<file path="config.mk">
export PLATFORM = sky130hd
export DESIGN_NAME = cdb_arbiter
export DESIGN_NICKNAME = d
export VERILOG_FILES = /design/src/rtl/lc3b_types.sv /design/src/rtl/rr_pick.sv /design/src/rtl/cdb_arbiter.sv
export SDC_FILE = /design/constraint.sdc
export NUM_CORES = 1
export LEC_CHECK = 0
export BUFFER_PORTS_ARGS = -buffer_cell sky130_fd_sc_hd__buf_2
export CAP_MARGIN = 40
export CORE_ASPECT_RATIO = 1.75
export CORE_MARGIN = 8
export CORE_UTILIZATION = 43
export DETAILED_ROUTE_END_ITERATION = 12
export PLACE_DENSITY = 0.86
export REMOVE_ABC_BUFFERS = 1
export SLEW_MARGIN = 20
export SYNTH_ARGS = -nofsm -noshare
export SYNTH_HDL_FRONTEND = slang
export SYNTH_SLANG_ARGS = --single-unit
export TNS_END_PERCENT = 10
</file>
<file path="constraint.sdc">
create_clock -name clk -period 2.4 [get_ports clk]
set_clock_uncertainty 0.2 [all_clocks]
set_input_delay 0.36 -clock clk [delete_from_list [all_inputs] [get_ports clk]]
set_output_delay 0.36 -clock clk [all_outputs]
set_load 0.005 [all_outputs]
</file>
<file path="src/rtl/lc3b_types.sv">
// Shared LC-3b core types: CDB broadcast struct, ROB tag type and CDB requester count.
// No logic or latency here; no flow control.
// Consumed by cdb_arbiter and anything that snoops the CDB.
package lc3b_types;

  localparam int CDB_NUM_REQ    = 4;
  localparam int CDB_TAG_WIDTH  = 3;
  localparam int CDB_DATA_WIDTH = 16;

  typedef logic [CDB_TAG_WIDTH-1:0] lc3b_rob_addr;

  typedef struct packed {
    logic                      valid;
    lc3b_rob_addr              tag;
    logic [CDB_DATA_WIDTH-1:0] data;
  } cdb_t;

endpackage

</file>
<file path="src/rtl/rr_pick.sv">
// Rotate-priority one-hot picker: first set req bit at or after ptr, wrapping.
// Latency: purely combinational. Backpressure: none, caller masks the result.
// ptr must be below N.
module rr_pick #(
  parameter int N  = 4,
  parameter int PW = (N > 1) ? $clog2(N) : 1
) (
  input  logic [N-1:0]  req,
  input  logic [PW-1:0] ptr,
  output logic [N-1:0]  gnt
);

  logic [PW:0]   sum;
  logic [PW-1:0] idx;
  logic          found;

  always_comb begin
    gnt   = '0;
    found = 1'b0;
    sum   = '0;
    idx   = '0;
    for (int k = 0; k < N; k++) begin
      // Offset from ptr folded back into 0..N-1 so non-power-of-two N works.
      sum = {1'b0, ptr} + (PW+1)'(k);
      if (sum >= (PW+1)'(N)) begin
        sum = sum - (PW+1)'(N);
      end
      idx = sum[PW-1:0];
      if (!found && req[idx]) begin
        gnt[idx] = 1'b1;
        found    = 1'b1;
      end
    end
  end

endmodule

</file>
<file path="src/rtl/cdb_arbiter.sv">
// CDB arbiter: one-hot same-cycle grant among result requesters, registered broadcast.
// Latency: gnt combinational, cdb_out one cycle after grant. Backpressure: requesters hold until gnt.
// CDB_ROUND_ROBIN_EN selects rotating priority; undefined gives fixed lowest-index priority.
module cdb_arbiter
  import lc3b_types::*;
#(
  parameter int NUM_REQ    = CDB_NUM_REQ,
  parameter int DATA_WIDTH = CDB_DATA_WIDTH,
  parameter int TAG_WIDTH  = CDB_TAG_WIDTH
) (
  input  logic                                 clk,
  input  logic                                 rst_n,
  input  logic                                 flush,
  input  logic [NUM_REQ-1:0]                   req,
  input  logic [NUM_REQ-1:0][TAG_WIDTH-1:0]    req_tag,
  input  logic [NUM_REQ-1:0][DATA_WIDTH-1:0]   req_data,
  output logic [NUM_REQ-1:0]                   gnt,
  output cdb_t                                 cdb_out
);

  localparam int PW = (NUM_REQ > 1) ? $clog2(NUM_REQ) : 1;

  logic [PW-1:0]      pick_ptr;
  logic [NUM_REQ-1:0] pick_gnt;
  logic [PW-1:0]      win_idx;
  logic               any_gnt;

  rr_pick #(.N(NUM_REQ), .PW(PW)) u_pick (
    .req (req),
    .ptr (pick_ptr),
    .gnt (pick_gnt)
  );

  // Reset and flush both suppress the grant so no requester retires a result.
  assign gnt     = (rst_n && !flush) ? pick_gnt : '0;
  assign any_gnt = |gnt;

  always_comb begin
    win_idx = '0;
    for (int i = 0; i < NUM_REQ; i++) begin
      if (gnt[i]) begin
        win_idx = PW'(i);
      end
    end
  end

`ifdef CDB_ROUND_ROBIN_EN
  logic [PW-1:0] ptr;

  always_ff @(posedge clk or negedge rst_n) begin
    if (!rst_n) begin
      ptr <= '0;
    end else if (any_gnt) begin
      ptr <= (win_idx == PW'(NUM_REQ-1)) ? '0 : win_idx + PW'(1);
    end
  end

  assign pick_ptr = ptr;
`else
  assign pick_ptr = '0;
`endif

  always_ff @(posedge clk or negedge rst_n) begin
    if (!rst_n) begin
      cdb_out <= '0;
    end else if (any_gnt) begin
      cdb_out.valid <= 1'b1;
      cdb_out.tag   <= req_tag[win_idx];
      cdb_out.data  <= req_data[win_idx];
    end else begin
      cdb_out.valid <= 1'b0;
    end
  end

endmodule

</file>
==> impl_metrics.prom, run 1 <==
# TYPE chip_impl_metric gauge
chip_impl_info{name="outcome",value="finished, final reports clean"} 1
chip_impl_metric{name="initial_core_util",unit=""} 0.444
chip_impl_metric{name="static-leakage-power",unit="nW"} 1.07
chip_impl_metric{name="weighted_congestion_reported_at_the_end_of_routability_driven_placement",unit=""} 0.786
chip_impl_metric{name="grt-ovfl-total",unit=""} 0
chip_impl_metric{name="area_growth_syn_to_layout",unit="%"} 47.9
chip_impl_metric{name="vdd_ir_drop_max",unit="mV"} 0.386
chip_impl_metric{name="grt_max_degree",unit=""} 40
chip_impl_metric{name="seqCellArea",unit="sq um"} 500
chip_impl_metric{name="final_cell_count_no_fill",unit=""} 291
chip_impl_info{name="worst_setup_path_end_kind",value="flop"} 1
chip_impl_info{name="largest_register",value="cdb_out"} 1
chip_impl_metric{name="die_h",unit="microns"} 90.9
chip_impl_metric{name="multi_input_combinational_cell_area",unit="sq um"} 813
chip_impl_metric{name="slew-limit-headroom",unit=""} 0.514
chip_impl_info{name="layout.cells.most_common_list",value="sky130_fd_sc_hd__buf_2 (106), sky130_fd_sc_hd__nand2_1 (20), sky130_fd_sc_hd__dfrtp_1 (20)"} 1
chip_impl_info{name="clock_tree.root_cell",value="sky130_fd_sc_hd__clkbuf_8"} 1
chip_impl_metric{name="detail_route.first_pass.iterations",unit=""} 4
chip_impl_info{name="tritoncts",value="built"} 1
chip_impl_metric{name="timing_max_transition_violations_final",unit=""} 0
chip_impl_metric{name="die-width",unit="microns"} 58.8
chip_impl_metric{name="route.vias.total",unit=""} 1635
chip_impl_info{name="min_delay_path_class",value="in2reg"} 1
chip_impl_metric{name="synth_area",unit="sq um"} 1380
chip_impl_metric{name="routed_vias_inst",unit=""} 5.62
chip_impl_metric{name="ys_seq_area_frac",unit=""} 0.363
chip_impl_info{name="reg_top3",value="cdb_out: 20 flops"} 1
chip_impl_metric{name="syn_inst",unit=""} 144
chip_impl_metric{name="fillers",unit=""} 289
chip_impl_metric{name="cts.hold.buffers_added",unit=""} 1
chip_impl_metric{name="post-route-drc-count",unit=""} 0
chip_impl_info{name="layout_commonest_cell",value="sky130_fd_sc_hd__buf_2"} 1
chip_impl_metric{name="die-area",unit="sq um"} 5350
chip_impl_metric{name="fin_worst_hold_slack",unit="ns"} 0.208
chip_impl_metric{name="synth_warnings",unit=""} 0
chip_impl_info{name="criticalPathCategory",value="in2reg"} 1
chip_impl_metric{name="grt_pass1_wl",unit="mm"} 8.34
chip_impl_metric{name="yosys.cell_types.count",unit=""} 21
chip_impl_metric{name="finalHoldViolCount",unit=""} 0
chip_impl_metric{name="crit_path_max_fanout",unit=""} 19
chip_impl_metric{name="max_cap_viol_count",unit=""} 0
chip_impl_metric{name="timing.critical_path.arrival",unit="ns"} 1.98
chip_impl_metric{name="post-route-min-period",unit="ns"} 2.01
chip_impl_info{name="yosys.area.top_type",value="sky130_fd_sc_hd__dfrtp_1"} 1
chip_impl_metric{name="cts.sinks",unit=""} 20
chip_impl_metric{name="avgRoutedWirePerCell",unit="microns"} 18.0
chip_impl_metric{name="worst_pin_slew",unit="ns"} 0.729
chip_impl_metric{name="cts.repair_timing.setup_buffer_count",unit=""} 0
chip_impl_metric{name="antenna_found_initial",unit=""} 0
chip_impl_metric{name="drt.antenna.violating_nets",unit=""} 0
chip_impl_metric{name="cts-root-to-sink-buffers",unit=""} 2
chip_impl_metric{name="placementRows",unit=""} 27
chip_impl_metric{name="cts_made_buffers",unit=""} 3
chip_impl_metric{name="placement.io_buffers",unit=""} 106
chip_impl_metric{name="detailedPlacementHpwl",unit="mm"} 4.14
chip_impl_metric{name="htree_levels",unit=""} 1
chip_impl_metric{name="ctsResizeCount",unit=""} 0
chip_impl_info{name="grt_setup_unrepaired",value="false"} 1
chip_impl_metric{name="setup_viol_count_final",unit=""} 0
chip_impl_metric{name="insertion_delay",unit="ns"} 0.26
chip_impl_metric{name="num_antenna_cells",unit=""} 0
chip_impl_metric{name="synth.ff_latch_count",unit=""} 20
chip_impl_metric{name="netlist.area_leader.share",unit=""} 0.363
chip_impl_metric{name="postRouteWirelength",unit="mm"} 5.24
chip_impl_metric{name="synth_area_per_cell",unit="sq um"} 9.58
chip_impl_metric{name="power.density_cell_area",unit="nW/um^2"} 469
chip_impl_metric{name="placed_instance_count",unit=""} 286
chip_impl_info{name="main_area_contributors_after_synthesis",value="sky130_fd_sc_hd__dfrtp_1 (36%), sky130_fd_sc_hd__a211oi_2 (9.1%), sky130_fd_sc_hd__o31ai_2 (9.1%), sky130_fd_sc_hd__and3_1 (8.6%), sky130_fd_sc_hd__o22ai_1 (8.6%)"} 1
chip_impl_metric{name="layout_worst_path_cycle_share",unit=""} 0.836
chip_impl_metric{name="design.core.area",unit="sq um"} 3110
chip_impl_metric{name="gr-usage-all-layers",unit=""} 0.194
chip_impl_metric{name="final_net_count",unit=""} 332
chip_impl_metric{name="critPathRequiredTime",unit="ns"} 2.37
chip_impl_metric{name="floorplan.io_pins",unit=""} 107
chip_impl_metric{name="largest_reg_flops",unit=""} 20
chip_impl_metric{name="cts.clk_slew.worst_paths",unit="ns"} 0.08
chip_impl_info{name="startpoint_type",value="primary input"} 1
chip_impl_metric{name="detail_route.iter0.violations",unit=""} 76
chip_impl_metric{name="fmax",unit="MHz"} 498
chip_impl_metric{name="layout-drive-gt1-share",unit=""} 0.569
chip_impl_metric{name="first_global_vias",unit=""} 1787
==> layout make-up <==
| cell class | count | area share |
|---|---|---|
| Multi-Input combinational cell | 108 | 0.399 |
| Timing Repair Buffer | 114 | 0.299 |
| Sequential cell | 20 | 0.245 |
| Clock buffer | 4 | 0.0270 |
| Tap cell | 43 | 0.0264 |
| Inverter | 2 | 0.00368 |
==> per-stage QoR <==
step                      setup TNS, ns  area, sq um  total power (W)  worst slack (ns)  utilization
after floorplan                  -32.90         1310         0.000529             -1.69            -
after global placement                0         1960         0.000689             0.251        0.632
after detailed placement              0         1970         0.000700             0.145        0.635
after CTS                             0         2040         0.000962             0.398        0.656
after global routing                  0         2040          0.00101             0.248        0.656
final                                 0         2040         0.000957             0.393        0.656
==> metal layers <==
metal	routed length, microns	vias to the layer above	GRT usage
met1	1910	781	0.200
met3	332	12	0.0328
met4	137	0	0.0823
met5	0	-	0
met2	2860	72	0.359
li1	-	770	-
==> cells by family after synthesis <==
logic type             count (synthesis)  synth area share
DFF                                   20             0.363
AOI/OAI and AO/OA                     60             0.383
and+or+nand+nor                       48             0.197
buffers and inverters                 16            0.0572
==> worst max-delay path, cell delays in order <==
cell                      delay, ns
sky130_fd_sc_hd__buf_2         0.09
sky130_fd_sc_hd__or2_1         0.39
sky130_fd_sc_hd__o21a_1        0.66
sky130_fd_sc_hd__o22ai_1       0.23
sky130_fd_sc_hd__o31ai_2       0.24
==> cells in the mapped netlist <==
cell and number:
sky130_fd_sc_hd__buf_4 3, sky130_fd_sc_hd__and3_1 19, sky130_fd_sc_hd__and2_1 2, sky130_fd_sc_hd__o22ai_1 19, sky130_fd_sc_hd__a211oi_2 10, sky130_fd_sc_hd__nand2_2 1
sky130_fd_sc_hd__o31ai_2 10, sky130_fd_sc_hd__nand2_1 20, sky130_fd_sc_hd__inv_1 2, sky130_fd_sc_hd__o21a_1 1, sky130_fd_sc_hd__dfrtp_1 20, sky130_fd_sc_hd__o31ai_1 10
sky130_fd_sc_hd__nor2b_1 2, sky130_fd_sc_hd__a211oi_1 9, sky130_fd_sc_hd__o21ai_2 1, sky130_fd_sc_hd__clkbuf_1 5, sky130_fd_sc_hd__nor3b_1 1, sky130_fd_sc_hd__and3b_1 1
sky130_fd_sc_hd__buf_2 6, sky130_fd_sc_hd__or2_1 1, sky130_fd_sc_hd__nor4b_4 1
==> report_power, final <==
group,switching [W],leakage [nW],total [W],internal (W)
Combinational,0.000138,0.789,0.000281,0.000142
Sequential,0.0000251,0.247,0.000411,0.000386
Clock,0.000119,0.0288,0.000265,0.000146
Total,0.000282,1.07,0.000957,0.000674
==> final timing paths <==
path / slack, ns / cells after the start / start / end
setup / recovery: 0.39 / 5 / req[2] / cdb_out[14]$_DFFE_PN0P_
hold / removal: 0.21 / 3 / req_data[3] / cdb_out[3]$_DFFE_PN0P_
min in group asynchronous: 0.48 / 3 / rst_n / cdb_out[14]$_DFFE_PN0P_
setup reg to reg: 1.54 / 2 / cdb_out[16]$_DFFE_PN0P_ / cdb_out[16]$_DFFE_PN0P_
hold reg to reg: 0.28 / 2 / cdb_out[18]$_DFFE_PN0P_ / cdb_out[18]$_DFFE_PN0P_
max in group asynchronous: 1.31 / 3 / rst_n / cdb_out[17]$_DFFE_PN0P_
Power figures use the tool's default switching activity.
==> run 2: changes to the inputs <==
- ABC_AREA: not set -> 1
- CORE_UTILIZATION: 43 -> 41
- PLACE_DENSITY: 0.86 -> 0.78
- clock period: 2.4 -> 1.63 ns (I/O delays scaled with it)
==> run 2 against run 1 <==
Core utilization is 8.8 points lower. Final area is 28% higher. Count of clock-buffer cells in the layout decreased by 1. Total power increased by 77%. Largest cell class unchanged. Setup slack worse by 0.25 ns. Combinational power grew 97%.
==> impl_metrics.prom, run 2 <==
# TYPE chip_impl_metric gauge
chip_impl_metric{name="synth.ff_latch_count",unit=""} 20
chip_impl_metric{name="power.density_cell_area",unit="nW/um^2"} 650
chip_impl_metric{name="internal_pwr_total",unit="W"} 0.00118
chip_impl_metric{name="crit_path_max_fanout",unit=""} 20
chip_impl_metric{name="die-width",unit="microns"} 67.5
chip_impl_metric{name="gr-usage-all-layers",unit=""} 0.170
chip_impl_metric{name="detail_route.first_pass.iterations",unit=""} 4
chip_impl_info{name="startpoint_type",value="primary input"} 1
chip_impl_metric{name="report.power.total",unit="W"} 0.00169
chip_impl_metric{name="fmax",unit="MHz"} 670
chip_impl_metric{name="synth-async-reset-ratio",unit=""} 1.00
chip_impl_metric{name="htree_levels",unit=""} 1
chip_impl_metric{name="max_cap_viol_count",unit=""} 0
chip_impl_metric{name="critPathRequiredTime",unit="ns"} 1.19
chip_impl_metric{name="worst_pin_slew",unit="ns"} 0.327
chip_impl_metric{name="grt_pass1_wl",unit="mm"} 10.0
chip_impl_info{name="crit_path_start",value="flush"} 1
chip_impl_metric{name="setup_viol_count_final",unit=""} 0
chip_impl_info{name="synth.top_cells.by_count",value="sky130_fd_sc_hd__nand2_1 (174), sky130_fd_sc_hd__inv_1 (94), sky130_fd_sc_hd__nand3_1 (39), sky130_fd_sc_hd__dfrtp_1 (20), sky130_fd_sc_hd__inv_2 (8)"} 1
chip_impl_metric{name="static-leakage-power",unit="nW"} 1.93
chip_impl_metric{name="final_net_count",unit=""} 554
chip_impl_info{name="yosys.area.top_type",value="sky130_fd_sc_hd__nand2_1"} 1
chip_impl_metric{name="synth_area_per_cell",unit="sq um"} 5.28
chip_impl_metric{name="yosys.cell_types.count",unit=""} 16
chip_impl_info{name="tritoncts",value="built"} 1
chip_impl_metric{name="grt_max_degree",unit=""} 29
chip_impl_info{name="critical_path.reg2reg.startpoint",value="cdb_out[12]$_DFFE_PN0P_"} 1
chip_impl_metric{name="placementRows",unit=""} 33
chip_impl_metric{name="antenna_found_initial",unit=""} 0
chip_impl_metric{name="final.setup.tns",unit="ns"} 0
chip_impl_info{name="postSynth.topFlopCell",value="sky130_fd_sc_hd__dfrtp_1"} 1
chip_impl_metric{name="finish.utilization",unit=""} 0.569
chip_impl_metric{name="layout_worst_path_cycle_share",unit=""} 0.915
chip_impl_metric{name="num_antenna_cells",unit=""} 0
chip_impl_info{name="worst_setup_path_end_kind",value="output port"} 1
chip_impl_metric{name="ys_seq_area_frac",unit=""} 0.263
chip_impl_metric{name="detail_route.iter0.violations",unit=""} 164
chip_impl_metric{name="design.core.area",unit="sq um"} 4580
chip_impl_metric{name="cts_made_buffers",unit=""} 3
chip_impl_metric{name="grt-ovfl-total",unit=""} 0
chip_impl_metric{name="postRouteWirelength",unit="mm"} 5.93
chip_impl_metric{name="layout-drive-gt1-share",unit=""} 0.291
chip_impl_metric{name="initial_core_util",unit=""} 0.415
chip_impl_metric{name="weighted_congestion_reported_at_the_end_of_routability_driven_placement",unit=""} 0.789
chip_impl_info{name="outcome",value="finished, final reports clean"} 1
chip_impl_info{name="critPathCapture",value="gnt[3]"} 1
chip_impl_metric{name="synth_warnings",unit=""} 0
chip_impl_metric{name="avgRoutedWirePerCell",unit="microns"} 11.4
chip_impl_metric{name="count_of_flip_flops_with_a_built_in_enable_after_synthesis",unit=""} 0
chip_impl_info{name="criticalPathCategory",value="in2out"} 1
chip_impl_metric{name="switching_share",unit=""} 0.301
chip_impl_metric{name="fillers",unit=""} 477
chip_impl_metric{name="die_h",unit="microns"} 106
chip_impl_metric{name="worst_r2r_path_depth",unit=""} 2
chip_impl_metric{name="timing_max_transition_violations_final",unit=""} 0
chip_impl_metric{name="cts.repair_timing.setup_buffer_count",unit=""} 0
chip_impl_info{name="main_area_contributors_after_synthesis",value="sky130_fd_sc_hd__nand2_1 (34%), sky130_fd_sc_hd__dfrtp_1 (26%), sky130_fd_sc_hd__inv_1 (19%), sky130_fd_sc_hd__nand3_1 (10%), sky130_fd_sc_hd__buf_6 (3.0%)"} 1
chip_impl_metric{name="cts-root-to-sink-buffers",unit=""} 2
chip_impl_info{name="r2r-end",value="cdb_out[12]$_DFFE_PN0P_"} 1
chip_impl_metric{name="area_growth_syn_to_layout",unit="%"} 37.0
chip_impl_metric{name="setup.reg_to_reg.worst_slack",unit="ns"} 0.80
chip_impl_metric{name="floorplan.io_pins",unit=""} 107
chip_impl_metric{name="clock_power_share",unit=""} 0.292
chip_impl_metric{name="vdd_ir_drop_max",unit="mV"} 0.664
chip_impl_metric{name="routed_vias_inst",unit=""} 4.46
chip_impl_metric{name="synth_area",unit="sq um"} 1900
chip_impl_metric{name="cts.sinks",unit=""} 20
chip_impl_metric{name="share_comb_of_total_power",unit=""} 0.326
chip_impl_metric{name="drt.antenna.violating_nets",unit=""} 0
chip_impl_info{name="grt_setup_unrepaired",value="false"} 1
chip_impl_info{name="layout.cells.most_common_list",value="sky130_fd_sc_hd__nand2_1 (174), sky130_fd_sc_hd__buf_2 (106), sky130_fd_sc_hd__inv_1 (94)"} 1
chip_impl_metric{name="slew-limit-headroom",unit=""} 0.782
chip_impl_metric{name="power.switching",unit="W"} 0.000510
chip_impl_metric{name="placement.io_buffers",unit=""} 106
chip_impl_metric{name="largest_reg_flops",unit=""} 20
chip_impl_info{name="largest_register",value="cdb_out"} 1
chip_impl_info{name="clock_tree.root_cell",value="sky130_fd_sc_hd__clkbuf_8"} 1
chip_impl_metric{name="syn_inst",unit=""} 360
chip_impl_metric{name="seq_power_share",unit=""} 0.381
chip_impl_metric{name="detailedPlacementHpwl",unit="mm"} 4.81
chip_impl_info{name="min_delay_path_class",value="in2reg"} 1
chip_impl_metric{name="post-route-min-period",unit="ns"} 1.49
chip_impl_metric{name="first_global_vias",unit=""} 2338
chip_impl_metric{name="cts.clk_slew.worst_paths",unit="ns"} 0.08
chip_impl_metric{name="netlist.area_leader.share",unit=""} 0.343
chip_impl_info{name="reg_top3",value="cdb_out: 20 flops"} 1
chip_impl_metric{name="insertion_delay",unit="ns"} 0.25
chip_impl_info{name="layout_commonest_cell",value="sky130_fd_sc_hd__nand2_1"} 1
chip_impl_info{name="yosysMostFrequentCell",value="sky130_fd_sc_hd__nand2_1"} 1
chip_impl_metric{name="die-area",unit="sq um"} 7160
chip_impl_metric{name="finalHoldViolCount",unit=""} 0
chip_impl_metric{name="post-route-drc-count",unit=""} 0
chip_impl_metric{name="timing.critical_path.arrival",unit="ns"} 1.05
chip_impl_metric{name="route.vias.total",unit=""} 2327
## run 2: changes by cell type after synthesis, moves of 19 or more
cell,change
sky130_fd_sc_hd__and3_1,-19
sky130_fd_sc_hd__inv_1,+92
sky130_fd_sc_hd__nand2_1,+154
sky130_fd_sc_hd__nand3_1,+39
sky130_fd_sc_hd__o22ai_1,-19
## run 2: stage by stage
stage	cell area (sq um)	setup WS [ns]	hold slack, ns	instances
2_1_floorplan	1790	-0.636	-0.251	344
5_1_grt	2610	0.0544	0.174	522
3_3_place_gp	2520	0.0767	0.0454	517
4_1_cts	2610	0.149	0.144	522
3_5_place_dp	2520	0.0294	0.0541	517
6_report	2610	0.138	0.146	522
## run 2: cells by family (layout without fill, tap and decap cells)
family          count (synthesis)  count (layout)  share of synthesized area
buf+inv                       119             229                      0.261
flops                          20              20                      0.263
simple gates                  220             220                      0.469
compound gates                  1               1                    0.00658
## run 2: worst min-delay path by stage
stage                               to  cells after the start          from  slack (ns)
3_5_place_dp   cdb_out[16]$_DFFE_PN0P_                      2         rst_n        0.05
2_1_floorplan   cdb_out[0]$_DFFE_PN0P_                      0         rst_n       -0.25
6_report        cdb_out[7]$_DFFE_PN0P_                      7  req_data[23]        0.15
5_1_grt         cdb_out[2]$_DFFE_PN0P_                      7  req_data[18]        0.17
4_1_cts         cdb_out[7]$_DFFE_PN0P_                      7  req_data[23]        0.14
3_3_place_gp    cdb_out[3]$_DFFE_PN0P_                      2         rst_n        0.05
## run 2: final cells by class
type                            count  area (sq um)  area share
Timing Repair Buffer              122           678       0.260
Clock buffer                        3          41.3      0.0158
Inverter                          103           387       0.148
Multi-Input combinational cell    221           905       0.347
Sequential cell                    20           500       0.192
Clock inverter                      1          30.0      0.0115
Tap cell                           52          65.1      0.0250
## run 2: critical path, stage by stage
cell	delay (ns)
sky130_fd_sc_hd__buf_2	0.13
sky130_fd_sc_hd__nor2_4	0.16
sky130_fd_sc_hd__nand3_1	0.11
sky130_fd_sc_hd__buf_4	0.23
sky130_fd_sc_hd__inv_1	0.07
sky130_fd_sc_hd__buf_2	0.11
## run 2: layer usage
layer,track usage,up-vias,wire length [microns]
met5,0,-,0
met4,0.0662,0,121
met3,0.0305,10,402
met2,0.299,65,3170
met1,0.192,1028,2230
li1,-,1224,-
## run 2: power groups by stage
stage	Clock (W)	Sequential, W	Combinational (W)
final	0.000496	0.000646	0.000553
after global routing	0.000519	0.000659	0.000639
after CTS	0.000505	0.000645	0.000564
after detailed placement	0	0.000655	0.000559
after global placement	0	0.000653	0.000544
after floorplan	0	0.000660	0.000248
## run 2: timing repair
item | 4_1_cts | 5_1_grt
resized for setup | 0 | 0
hold buffers | 1 | 0
endpoints found under the hold margin | 20 | 0
